### src/rtl/alu_seq_if.sv
// Request/response bundle between the EX-stage control FSM (master) and the sequential ALU (slave).
interface alu_seq_if #(
  parameter int XLEN = 32
);
  logic            in_valid;
  logic            in_ready;
  logic [1:0]      alu_op;
  logic [2:0]      funct3;
  logic [6:0]      funct7;
  logic [XLEN-1:0] operand_a;
  logic [XLEN-1:0] operand_b;
  logic            out_valid;
  logic            out_ready;
  logic [XLEN-1:0] result;
  logic            zero;
  logic            out_err;

  modport master (
    output in_valid, alu_op, funct3, funct7, operand_a, operand_b, out_ready,
    input  in_ready, out_valid, result, zero, out_err
  );

  modport slave (
    input  in_valid, alu_op, funct3, funct7, operand_a, operand_b, out_ready,
    output in_ready, out_valid, result, zero, out_err
  );
endinterface

### src/rtl/alu_seq_exec.sv
// Multi-cycle EX-stage ALU: decodes {alu_op, funct3, funct7}, single-cycle logic/arith,
// iterative shifts (SHIFT_STEP bits/cycle) and shift-add MUL behind valid/ready handshakes.
module alu_seq_exec #(
  parameter int XLEN       = 32,
  parameter int SHIFT_STEP = 1,
  parameter int MUL_EN     = 1
) (
  input logic      clk,
  input logic      reset,
  alu_seq_if.slave bus
);
  localparam int SHW = $clog2(XLEN);
  localparam logic [SHW:0] STEP     = SHIFT_STEP[SHW:0];
  localparam logic [SHW:0] MUL_ITER = XLEN[SHW:0];
  localparam logic [6:0]   F7_BASE  = 7'b0000000;
  localparam logic [6:0]   F7_ALT   = 7'b0100000;
  localparam logic [6:0]   F7_MUL   = 7'b0000001;

  typedef enum logic [1:0] {S_IDLE, S_SHIFT, S_MUL, S_DONE} state_t;
  typedef enum logic [3:0] {
    OP_ADD, OP_SUB, OP_SLL, OP_SRL, OP_SRA, OP_SLT, OP_SLTU,
    OP_XOR, OP_OR, OP_AND, OP_MUL
  } op_t;

  state_t          r_state, w_state_nx;
  op_t             r_op, w_op;
  logic            w_ill;
  logic [XLEN-1:0] r_a, r_b, r_acc;
  logic [SHW:0]    r_cnt;
  logic [XLEN-1:0] r_result;
  logic            r_zero, r_err;

  logic            w_rtype, w_accept, w_is_shift;
  logic [SHW-1:0]  w_shamt;
  logic [XLEN-1:0] w_alu, w_shifted, w_mul_sum;
  logic [SHW:0]    w_step;

  assign w_rtype    = bus.alu_op[0];
  assign w_accept   = bus.in_valid && (r_state == S_IDLE);
  assign w_shamt    = bus.operand_b[SHW-1:0];
  assign w_is_shift = (w_op == OP_SLL) || (w_op == OP_SRL) || (w_op == OP_SRA);

  // I-type ignores funct7 except on shifts; R-type must match one of the three legal encodings.
  always_comb begin
    w_op  = OP_ADD;
    w_ill = 1'b0;
    case (bus.alu_op)
      2'b00: w_op = OP_ADD;
      2'b01: w_op = OP_SUB;
      default: begin
        case (bus.funct3)
          3'b000: begin
            if (w_rtype) begin
              if (bus.funct7 == F7_ALT) w_op = OP_SUB;
              else if (bus.funct7 == F7_MUL) begin
                w_op  = OP_MUL;
                w_ill = (MUL_EN == 0);
              end else if (bus.funct7 != F7_BASE) w_ill = 1'b1;
            end
          end
          3'b001: begin w_op = OP_SLL;  w_ill = (bus.funct7 != F7_BASE); end
          3'b010: begin w_op = OP_SLT;  w_ill = w_rtype && (bus.funct7 != F7_BASE); end
          3'b011: begin w_op = OP_SLTU; w_ill = w_rtype && (bus.funct7 != F7_BASE); end
          3'b100: begin w_op = OP_XOR;  w_ill = w_rtype && (bus.funct7 != F7_BASE); end
          3'b101: begin
            w_op  = bus.funct7[5] ? OP_SRA : OP_SRL;
            w_ill = (bus.funct7 != F7_BASE) && (bus.funct7 != F7_ALT);
          end
          3'b110: begin w_op = OP_OR;   w_ill = w_rtype && (bus.funct7 != F7_BASE); end
          default: begin w_op = OP_AND; w_ill = w_rtype && (bus.funct7 != F7_BASE); end
        endcase
      end
    endcase
  end

  // Shifts land here only with shamt==0, so the pass-through of operand_a is the full answer.
  always_comb begin
    w_alu = '0;
    case (w_op)
      OP_ADD:  w_alu = bus.operand_a + bus.operand_b;
      OP_SUB:  w_alu = bus.operand_a - bus.operand_b;
      OP_SLT:  w_alu = {{(XLEN-1){1'b0}}, $signed(bus.operand_a) < $signed(bus.operand_b)};
      OP_SLTU: w_alu = {{(XLEN-1){1'b0}}, bus.operand_a < bus.operand_b};
      OP_XOR:  w_alu = bus.operand_a ^ bus.operand_b;
      OP_OR:   w_alu = bus.operand_a | bus.operand_b;
      OP_AND:  w_alu = bus.operand_a & bus.operand_b;
      OP_SLL, OP_SRL, OP_SRA: w_alu = bus.operand_a;
      default: w_alu = '0;
    endcase
  end

  assign w_step = (r_cnt > STEP) ? STEP : r_cnt;

  always_comb begin
    w_shifted = '0;
    case (r_op)
      OP_SLL:  w_shifted = r_a << w_step;
      OP_SRL:  w_shifted = r_a >> w_step;
      default: w_shifted = $signed(r_a) >>> w_step;
    endcase
  end

  assign w_mul_sum = r_acc + (r_b[0] ? r_a : '0);

  always_ff @(posedge clk) begin
    if (reset) r_state <= S_IDLE;
    else       r_state <= w_state_nx;
  end

  always_comb begin
    w_state_nx = r_state;
    case (r_state)
      S_IDLE: begin
        if (w_accept) begin
          if (w_ill)                              w_state_nx = S_DONE;
          else if (w_op == OP_MUL)                w_state_nx = S_MUL;
          else if (w_is_shift && (w_shamt != '0)) w_state_nx = S_SHIFT;
          else                                    w_state_nx = S_DONE;
        end
      end
      S_SHIFT: if (r_cnt == w_step)                  w_state_nx = S_DONE;
      S_MUL:   if (r_cnt == (SHW+1)'(1))             w_state_nx = S_DONE;
      default: if (bus.out_ready)                    w_state_nx = S_IDLE;
    endcase
  end

  always_ff @(posedge clk) begin
    if (reset) begin
      r_op     <= OP_ADD;
      r_a      <= '0;
      r_b      <= '0;
      r_acc    <= '0;
      r_cnt    <= '0;
      r_result <= '0;
      r_zero   <= 1'b0;
      r_err    <= 1'b0;
    end else begin
      case (r_state)
        S_IDLE: begin
          if (w_accept) begin
            r_op  <= w_op;
            r_a   <= bus.operand_a;
            r_b   <= bus.operand_b;
            r_acc <= '0;
            r_err <= w_ill;
            if (w_ill) begin
              r_result <= '0;
              r_zero   <= 1'b1;
            end else if (w_op == OP_MUL) begin
              r_cnt <= MUL_ITER;
            end else if (w_is_shift && (w_shamt != '0)) begin
              r_cnt <= {1'b0, w_shamt};
            end else begin
              r_result <= w_alu;
              r_zero   <= (w_alu == '0);
            end
          end
        end
        S_SHIFT: begin
          r_a   <= w_shifted;
          r_cnt <= r_cnt - w_step;
          if (r_cnt == w_step) begin
            r_result <= w_shifted;
            r_zero   <= (w_shifted == '0);
          end
        end
        S_MUL: begin
          r_acc <= w_mul_sum;
          r_a   <= r_a << 1;
          r_b   <= r_b >> 1;
          r_cnt <= r_cnt - (SHW+1)'(1);
          if (r_cnt == (SHW+1)'(1)) begin
            r_result <= w_mul_sum;
            r_zero   <= (w_mul_sum == '0);
          end
        end
        default: ;
      endcase
    end
  end

  assign bus.in_ready  = (r_state == S_IDLE);
  assign bus.out_valid = (r_state == S_DONE);
  assign bus.result    = r_result;
  assign bus.zero      = r_zero;
  assign bus.out_err   = r_err;
endmodule

### src/flat_wrapper.sv
// flat-port wrapper written by rule: the top's interface ports become plain ports
module alu_seq_exec_flat 
#(
  parameter int XLEN       = 32,
  parameter int SHIFT_STEP = 1,
  parameter int MUL_EN     = 1
)
  (clk, reset, bus_in_valid, bus_alu_op, bus_funct3, bus_funct7, bus_operand_a, bus_operand_b, bus_out_ready, bus_in_ready, bus_out_valid, bus_result, bus_zero, bus_out_err);
  alu_seq_if #(.XLEN(XLEN)) bus_i ();
  input logic clk;
  input logic reset;
  input wire logic [$bits(bus_i.in_valid)-1:0] bus_in_valid;
  input wire logic [$bits(bus_i.alu_op)-1:0] bus_alu_op;
  input wire logic [$bits(bus_i.funct3)-1:0] bus_funct3;
  input wire logic [$bits(bus_i.funct7)-1:0] bus_funct7;
  input wire logic [$bits(bus_i.operand_a)-1:0] bus_operand_a;
  input wire logic [$bits(bus_i.operand_b)-1:0] bus_operand_b;
  input wire logic [$bits(bus_i.out_ready)-1:0] bus_out_ready;
  output wire logic [$bits(bus_i.in_ready)-1:0] bus_in_ready;
  output wire logic [$bits(bus_i.out_valid)-1:0] bus_out_valid;
  output wire logic [$bits(bus_i.result)-1:0] bus_result;
  output wire logic [$bits(bus_i.zero)-1:0] bus_zero;
  output wire logic [$bits(bus_i.out_err)-1:0] bus_out_err;
  assign bus_i.in_valid = bus_in_valid;
  assign bus_i.alu_op = bus_alu_op;
  assign bus_i.funct3 = bus_funct3;
  assign bus_i.funct7 = bus_funct7;
  assign bus_i.operand_a = bus_operand_a;
  assign bus_i.operand_b = bus_operand_b;
  assign bus_i.out_ready = bus_out_ready;
  assign bus_in_ready = bus_i.in_ready;
  assign bus_out_valid = bus_i.out_valid;
  assign bus_result = bus_i.result;
  assign bus_zero = bus_i.zero;
  assign bus_out_err = bus_i.out_err;
  alu_seq_exec #(.XLEN(XLEN), .SHIFT_STEP(SHIFT_STEP), .MUL_EN(MUL_EN)) u_core (.clk(clk), .reset(reset), .bus(bus_i));
endmodule
### config.mk
export PLATFORM = sky130hd
export DESIGN_NAME = alu_seq_exec_flat
export DESIGN_NICKNAME = d
export VERILOG_FILES = /design/src/rtl/alu_seq_if.sv /design/src/rtl/alu_seq_exec.sv /design/src/flat_wrapper.sv
export SDC_FILE = /design/constraint.sdc
export NUM_CORES = 1
export LEC_CHECK = 0
export CORE_MARGIN = 2
export CORE_UTILIZATION = 55
export CTS_CLUSTER_DIAMETER = 100
export DETAILED_ROUTE_END_ITERATION = 16
export PLACE_DENSITY = 0.73
export SLEW_MARGIN = 20
export SYNTH_ARGS = -nofsm -noshare
export SYNTH_HDL_FRONTEND = slang
export SYNTH_SLANG_ARGS = --single-unit
### constraint.sdc
create_clock -name clk -period 4.4 [get_ports clk]
set_input_delay 0.88 -clock clk [delete_from_list [all_inputs] [get_ports clk]]
set_output_delay 0.88 -clock clk [all_outputs]
set_load 0.05 [all_outputs]
**After elaboration in Yosys (flattened, before gate mapping)**

Index checks and enable logic that the tools add are counted.

- Bits in registers: 142
- Word-level logic and storage cells: 132

- Add/sub/neg operators: 5
- Equal/unequal tests: 34
- Shift-type cells: 3
- Multiplexer cells: 49
- Bitwise operators: 3
- Reduce and logical (&&, ||, !) cells: 26
- Magnitude comparators: 3

Operator list:

| kind | count |
|---|---|
| two-way mux 32 bit | 10 |
| case mux 32 bit (8 select lines) | 1 |
| case mux 32 bit (2 select lines) | 3 |
| case mux 32 bit (3 select lines) | 2 |
| zero test 32 bit | 3 |
| adder 32 bit | 2 |
| less-than comparator 32 bit | 2 |
| bitwise AND 32 bit | 1 |
| bitwise OR 32 bit | 1 |
| << shifter 32 x 6 -> 32 bit | 1 |
| right shift 32 x 6 -> 32 bit | 1 |
| >>> shifter 32 x 6 -> 32 bit | 1 |
| subtractor 32 bit | 1 |
| bitwise XOR 32 bit | 1 |
| two-way mux 6 bit | 5 |
| case mux 4 bit (7 select lines) | 1 |
| case mux 6 bit (3 select lines) | 1 |
| equality test 4 x 2 -> 1 bit, second input constant | 4 |
| equality test 4 x 3 -> 1 bit, second input constant | 4 |
| two-way mux 2 bit | 7 |
| equality test 4 bit, second input constant | 3 |
| two-way mux 4 bit | 3 |
| two-way mux 1 bit | 11 |
| equality test 3 bit, second input constant | 3 |
| 36 further kinds | 51 |

**Logic depth before layout (Yosys ltp)**

- Depth in word-level cells: 15
- Depth in mapped cells: 16
- Gate-level depth less buffers: 15

**Least setup slack after synthesis**

Ideal clock, no wire load.

- Path type: input -> register
- From: input bus_funct7[3]
- To: register u_core.r_zero (netlist: u_core.bus.zero)
- Setup slack: 0.259 ns
- Required time: 4.314 ns
- Cell stages on the path: 13
- Arrival time: 4.055 ns
- Buffers on the path: 2
- Setup time: 0.086 ns
- Cell sequence: or4_1 buf_2 or4_4 and3_1 buf_6 a221o_1 a221o_1 a2111oi_2 nand4_1 nor4_1 and4_1 nand3_1 a221oi_2

- Word-level cells in the longest chain between the ends: 15
- Elaborated cells on any way between the ends: 42
- Those cells by class: 15 x eq/ne; 17 x mux; 10 x reduce/logical

RTL lines:

| what | RTL line | text |
|---|---|---|
| start, declared | flat_wrapper.sv:15 | `input wire logic [$bits(bus_i.funct7)-1:0] bus_funct7;` |
| equality test 7 x 1 -> 1 bit | alu_seq_exec.sv:55 | `else if (bus.funct7 == F7_MUL) begin` |
| two-way mux 4 bit | alu_seq_exec.sv:55 |  |
| two-way mux 4 bit | alu_seq_exec.sv:54 | `if (bus.funct7 == F7_ALT) w_op = OP_SUB;` |
| two-way mux 4 bit | alu_seq_exec.sv:53 | `if (w_rtype) begin` |
| case mux 4 bit (7 select lines) | alu_seq_exec.sv:51 | `case (bus.funct3)` |
| case mux 4 bit (2 select lines) | alu_seq_exec.sv:47 | `case (bus.alu_op)` |
| equality test 4 x 3 -> 1 bit or equality test 4 x 2 -> 1 bit (tied branches) | alu_seq_exec.sv:41, alu_seq_exec.sv:79 |  |
| OR reduction 3 bit | alu_seq_exec.sv:79 | `case (w_op)` |
| case mux 32 bit (8 select lines) | alu_seq_exec.sv:79 |  |
| zero test 32 bit | alu_seq_exec.sv:155 | `r_zero <= (w_alu == '0);` |
| two-way mux 1 bit | alu_seq_exec.sv:151 | `end else if (w_is_shift && (w_shamt != '0)) begin` |
| two-way mux 1 bit | alu_seq_exec.sv:149 | `end else if (w_op == OP_MUL) begin` |
| two-way mux 1 bit | alu_seq_exec.sv:146 | `if (w_ill) begin` |
| two-way mux 1 bit | alu_seq_exec.sv:140 | `if (w_accept) begin` |
| case mux 1 bit (3 select lines) | alu_seq_exec.sv:138 | `case (r_state)` |
| end signal, assigned | alu_seq_exec.sv:155 |  |
| end signal, assigned | alu_seq_exec.sv:164 | `r_zero <= (w_shifted == '0);` |
| end signal, assigned | alu_seq_exec.sv:174 | `r_zero <= (w_mul_sum == '0);` |
| end, declared | alu_seq_exec.sv:31 | `logic r_zero, r_err;` |

Parallel ways exist; a longest one is shown, timed or not. The select of a mux whose other input is x is not followed.
A chain may end at the register's enable or synchronous reset.

**Worst setup path in the final report**

Same ends and word-level chain as after synthesis.

==> summary.txt <==
Fin Clk Skew: 9.18 ps
Highest net fanout along the worst path: 13
Total gr overflow: 0
Starting Density: 55.7%
Vias in the first global route: 19400
Via count: 20200
Largest net degree at the start of global routing: 74
Wirelength per Cell: 22.6 um
Die Width: 175 um
Syn_nets: 2520
Reg power frac: 18.9%
Internal: 0.00548 W
# diodes: 0
Row count: 62
Core footprint: 0.0287 mm2
IO Pins: 116
Hpwl dp: 52100 um
Min cycle time layout: 4460 ps
Hold path depth: 2
Syn-to-layout area delta: 33.3%
Power Density: 525 mW/mm2
Most frequent cells in the layout: buf_4 (402), nor2_1 (351), a21oi_1 (227)
Vias per cell: 6.64
TritonCTS clock tree: done
R2R setup slack: 200 ps
Setup CP Type: in -> reg
Slew @ Worst Pin: 1040 ps
Reg-to-Reg Start: u_core.r_b[0]
Post-route DRC violation count: 0
CP Launch Type: input pin
Post-synth top area cell: dfxtp_1
Clk root buf: clkbuf_16
Final setup violation count: 1
Asr flop ratio synth: 0%
EDFF count, synth: 0
Hold Crit Class: reg -> reg
Final nets: 2868
Layout cells sized above 1: 21.4%
Unrepaired setup endpoints after global routing: true
Worst skew pair latency: 450 ps
LEAKAGE: 9.10 nW
WP data arrival: 4840 ps
Most common flop cell mapped by yosys: dfxtp_1
Avg Inst Size Synth: 6.95 um2
Die area: 0.0305 mm2
Worst Path Buf+Inv: 3
Clock share of power: 14.1%
Peak Freq: 224 MHz
Critical path's largest stage delay: 590 ps
Sw Ratio: 51.0%
Pwr Total: 0.0112 W
Netlist cell types: 85
Total wire length: 68900 um
Setup TNS: -62.8 ps
Remaining antenna violation count after routing: 0
Pins Over Slew Limit: 0
Seq/Total Area, Yosys: 17.8%
Clk slew on worst S/H paths: 70 ps
CP delay by family, top: simple AND/OR/NAND/NOR gates
GRT Overall Usage: 43.9%
Fill count: 2252
Mapped Area: 0.0160 mm2
Max_slew headroom: 30.4%
Yosys warns: 0
Hold Fails Final Rpt: 0
Drt initial violations: 2488
Hold EP: u_core.r_op[1]
Most common cell after layout, fill and taps aside: buf_4
Worst r2r dst: u_core.bus.zero
Top cell by count, worst path: or4_4
Synth area leaders: dfxtp_1 (18%), ha_1 (11%), nor2_1 (8.3%)
Setup ws final: -62.8 ps
IO Port Bufs: 115
Max_cap viols: 0
Failing checks: setup timing
Top cell type's share of synthesized area: 17.8%
Number of hold buffers added after cts: 0
Final Cycle Share: 101%
VDD IR max: 0.00127 V
CTS Buf Count: 17
Initial antenna violation count: 0
Reg2reg path depth: 14
Hold_ws: 475 ps
Mapped Cells: 2302
CTS Sinks: 142
Post-synthesis register bit count: 142
Req. time, crit path: 4770 ps
Switching power: 0.00571 W
H-Tree Depth: 4
Gpl congestion: 1.01
Crit path capture type: register
Critical path depth: 14
Clock tree buffer depth: 2
Crit path cell chain: clkdlybuf4s50_1 > or4_4 > or4_4 > o21ai_4 > mux2i_4 > buf_4 > buf_8 > a221o_1 > a2111oi_4 > nand4_1 > nor4_4 > and4_1 > nand3_2 > a221oi_2
Global-route wire length before repair: 106000 um
Outcome: complete, but fails checks
Highest-delay cell along the critical path: or4_4
Startpoint of the worst hold path: u_core.r_op[1]
Drt first pass iters: 7
Die span in y: 175 um
Comb pwr share: 66.9%
cells in the mapped netlist (17+ instances only):
library cell    n
o22ai_1        19
nor2_1        354
xnor2_1        29
nand3_1        37
nor3_1         38
a21oi_1       233
nor4_1         20
a2bb2oi_1      25
nor2b_1        17
a311oi_1       27
a211oi_1      140
o21bai_1       17
o211ai_1       20
a221oi_1       18
nand2_1       165
a31oi_1        22
o21ai_0       106
and2_1         45
ha_1          135
mux2i_1        40
a22oi_1        46
dfxtp_1       142
a21o_1         29
inv_1         107
clkbuf_1      171
nand4_1        19
power by group through the flow:
stage               Sequential, W  Combinational (W)  Clock, W
finish                    0.00212            0.00749   0.00158
global route              0.00214            0.00803   0.00162
CTS                       0.00208            0.00715   0.00158
detailed placement        0.00210            0.00702         0
global placement          0.00208            0.00681         0
floorplan                 0.00216            0.00460         0
state kept, by name (all words and copies together), names as in the netlist:
name,flops
u_core.bus.out_err,1
u_core.bus.result,32
u_core.bus.zero,1
u_core.r_a,32
u_core.r_acc,32
u_core.r_b,32
u_core.r_cnt,6
u_core.r_op,4
u_core.r_state,2
worst max-delay path by stage:
| stage | from | endpoint | slack [ps] |
|---|---|---|---|
| floorplan | bus_funct7[3] | u_core.bus.zero | 260 |
| global placement | bus_operand_b[16] | u_core.bus.zero | -1120 |
| detailed placement | bus_operand_b[16] | u_core.bus.zero | -1090 |
| CTS | bus_operand_a[1] | u_core.bus.zero | 6 |
| global route | bus_operand_b[3] | u_core.bus.zero | -150 |
| finish | bus_funct7[3] | u_core.bus.zero | -60 |
stage by stage:
stage | cells | cell area (um2) | setup WS, ps | utilization (%)
2_1_floorplan | 2302 | 16000 | 259 | -
3_3_place_gp | 2999 | 19900 | -1120 | 69.4
3_5_place_dp | 2999 | 19900 | -1090 | 69.4
4_1_cts | 3036 | 20800 | 6.12 | 72.5
5_1_grt | 3043 | 21300 | -145 | 74.3
6_report | 3043 | 21300 | -62.8 | 74.3
layer usage:
metal | vias to the layer above | part of all wire, % | GRT usage [%]
met5 | - | 0 | 0
li1 | 9181 | - | -
met4 | 0 | 7.8 | 28.5
met1 | 9320 | 38 | 52.8
met3 | 344 | 9.4 | 8.18
met2 | 1364 | 45 | 71.7
layout make-up:
class / count / area [um2] / area share [%]
clock inverter: 6 / 136 / 0.639
sequential: 142 / 2840 / 13.3
timing repair buffer: 524 / 4320 / 20.2
tap: 384 / 480 / 2.25
clock buffer: 22 / 464 / 2.18
inverter: 109 / 409 / 1.92
multi-input combinational: 1856 / 12700 / 59.4
repair_timing:
action,CTS,global route
resized for setup,58,87
pin swaps,20,33
buffers inserted,9,8
endpoints found under the setup margin,5,16
cells by family after synthesis:
logic type | after synthesis | share of synthesized area, %
mux | 48 | 3.56
simple gates | 779 | 22.1
buf+inv | 304 | 7.32
compound gates | 848 | 35.9
fa+ha+maj | 138 | 10.9
xor+xnor | 43 | 2.35
flops | 142 | 17.8
worst register-to-register path: stages, from the launching register on:
cell and delay, ps:
dfxtp_1 430, buf_4 300, and2_1 180, ha_1 290, a21oi_1 250, o21ai_0 210, nor2_1 180, a2bb2oi_1 460
a31o_2 280, nor2b_1 170, xnor2_1 140, or4_1 510, nor4_1 220, nand4b_1 210, a221oi_2 300
Power figures use the tool's default switching activity.
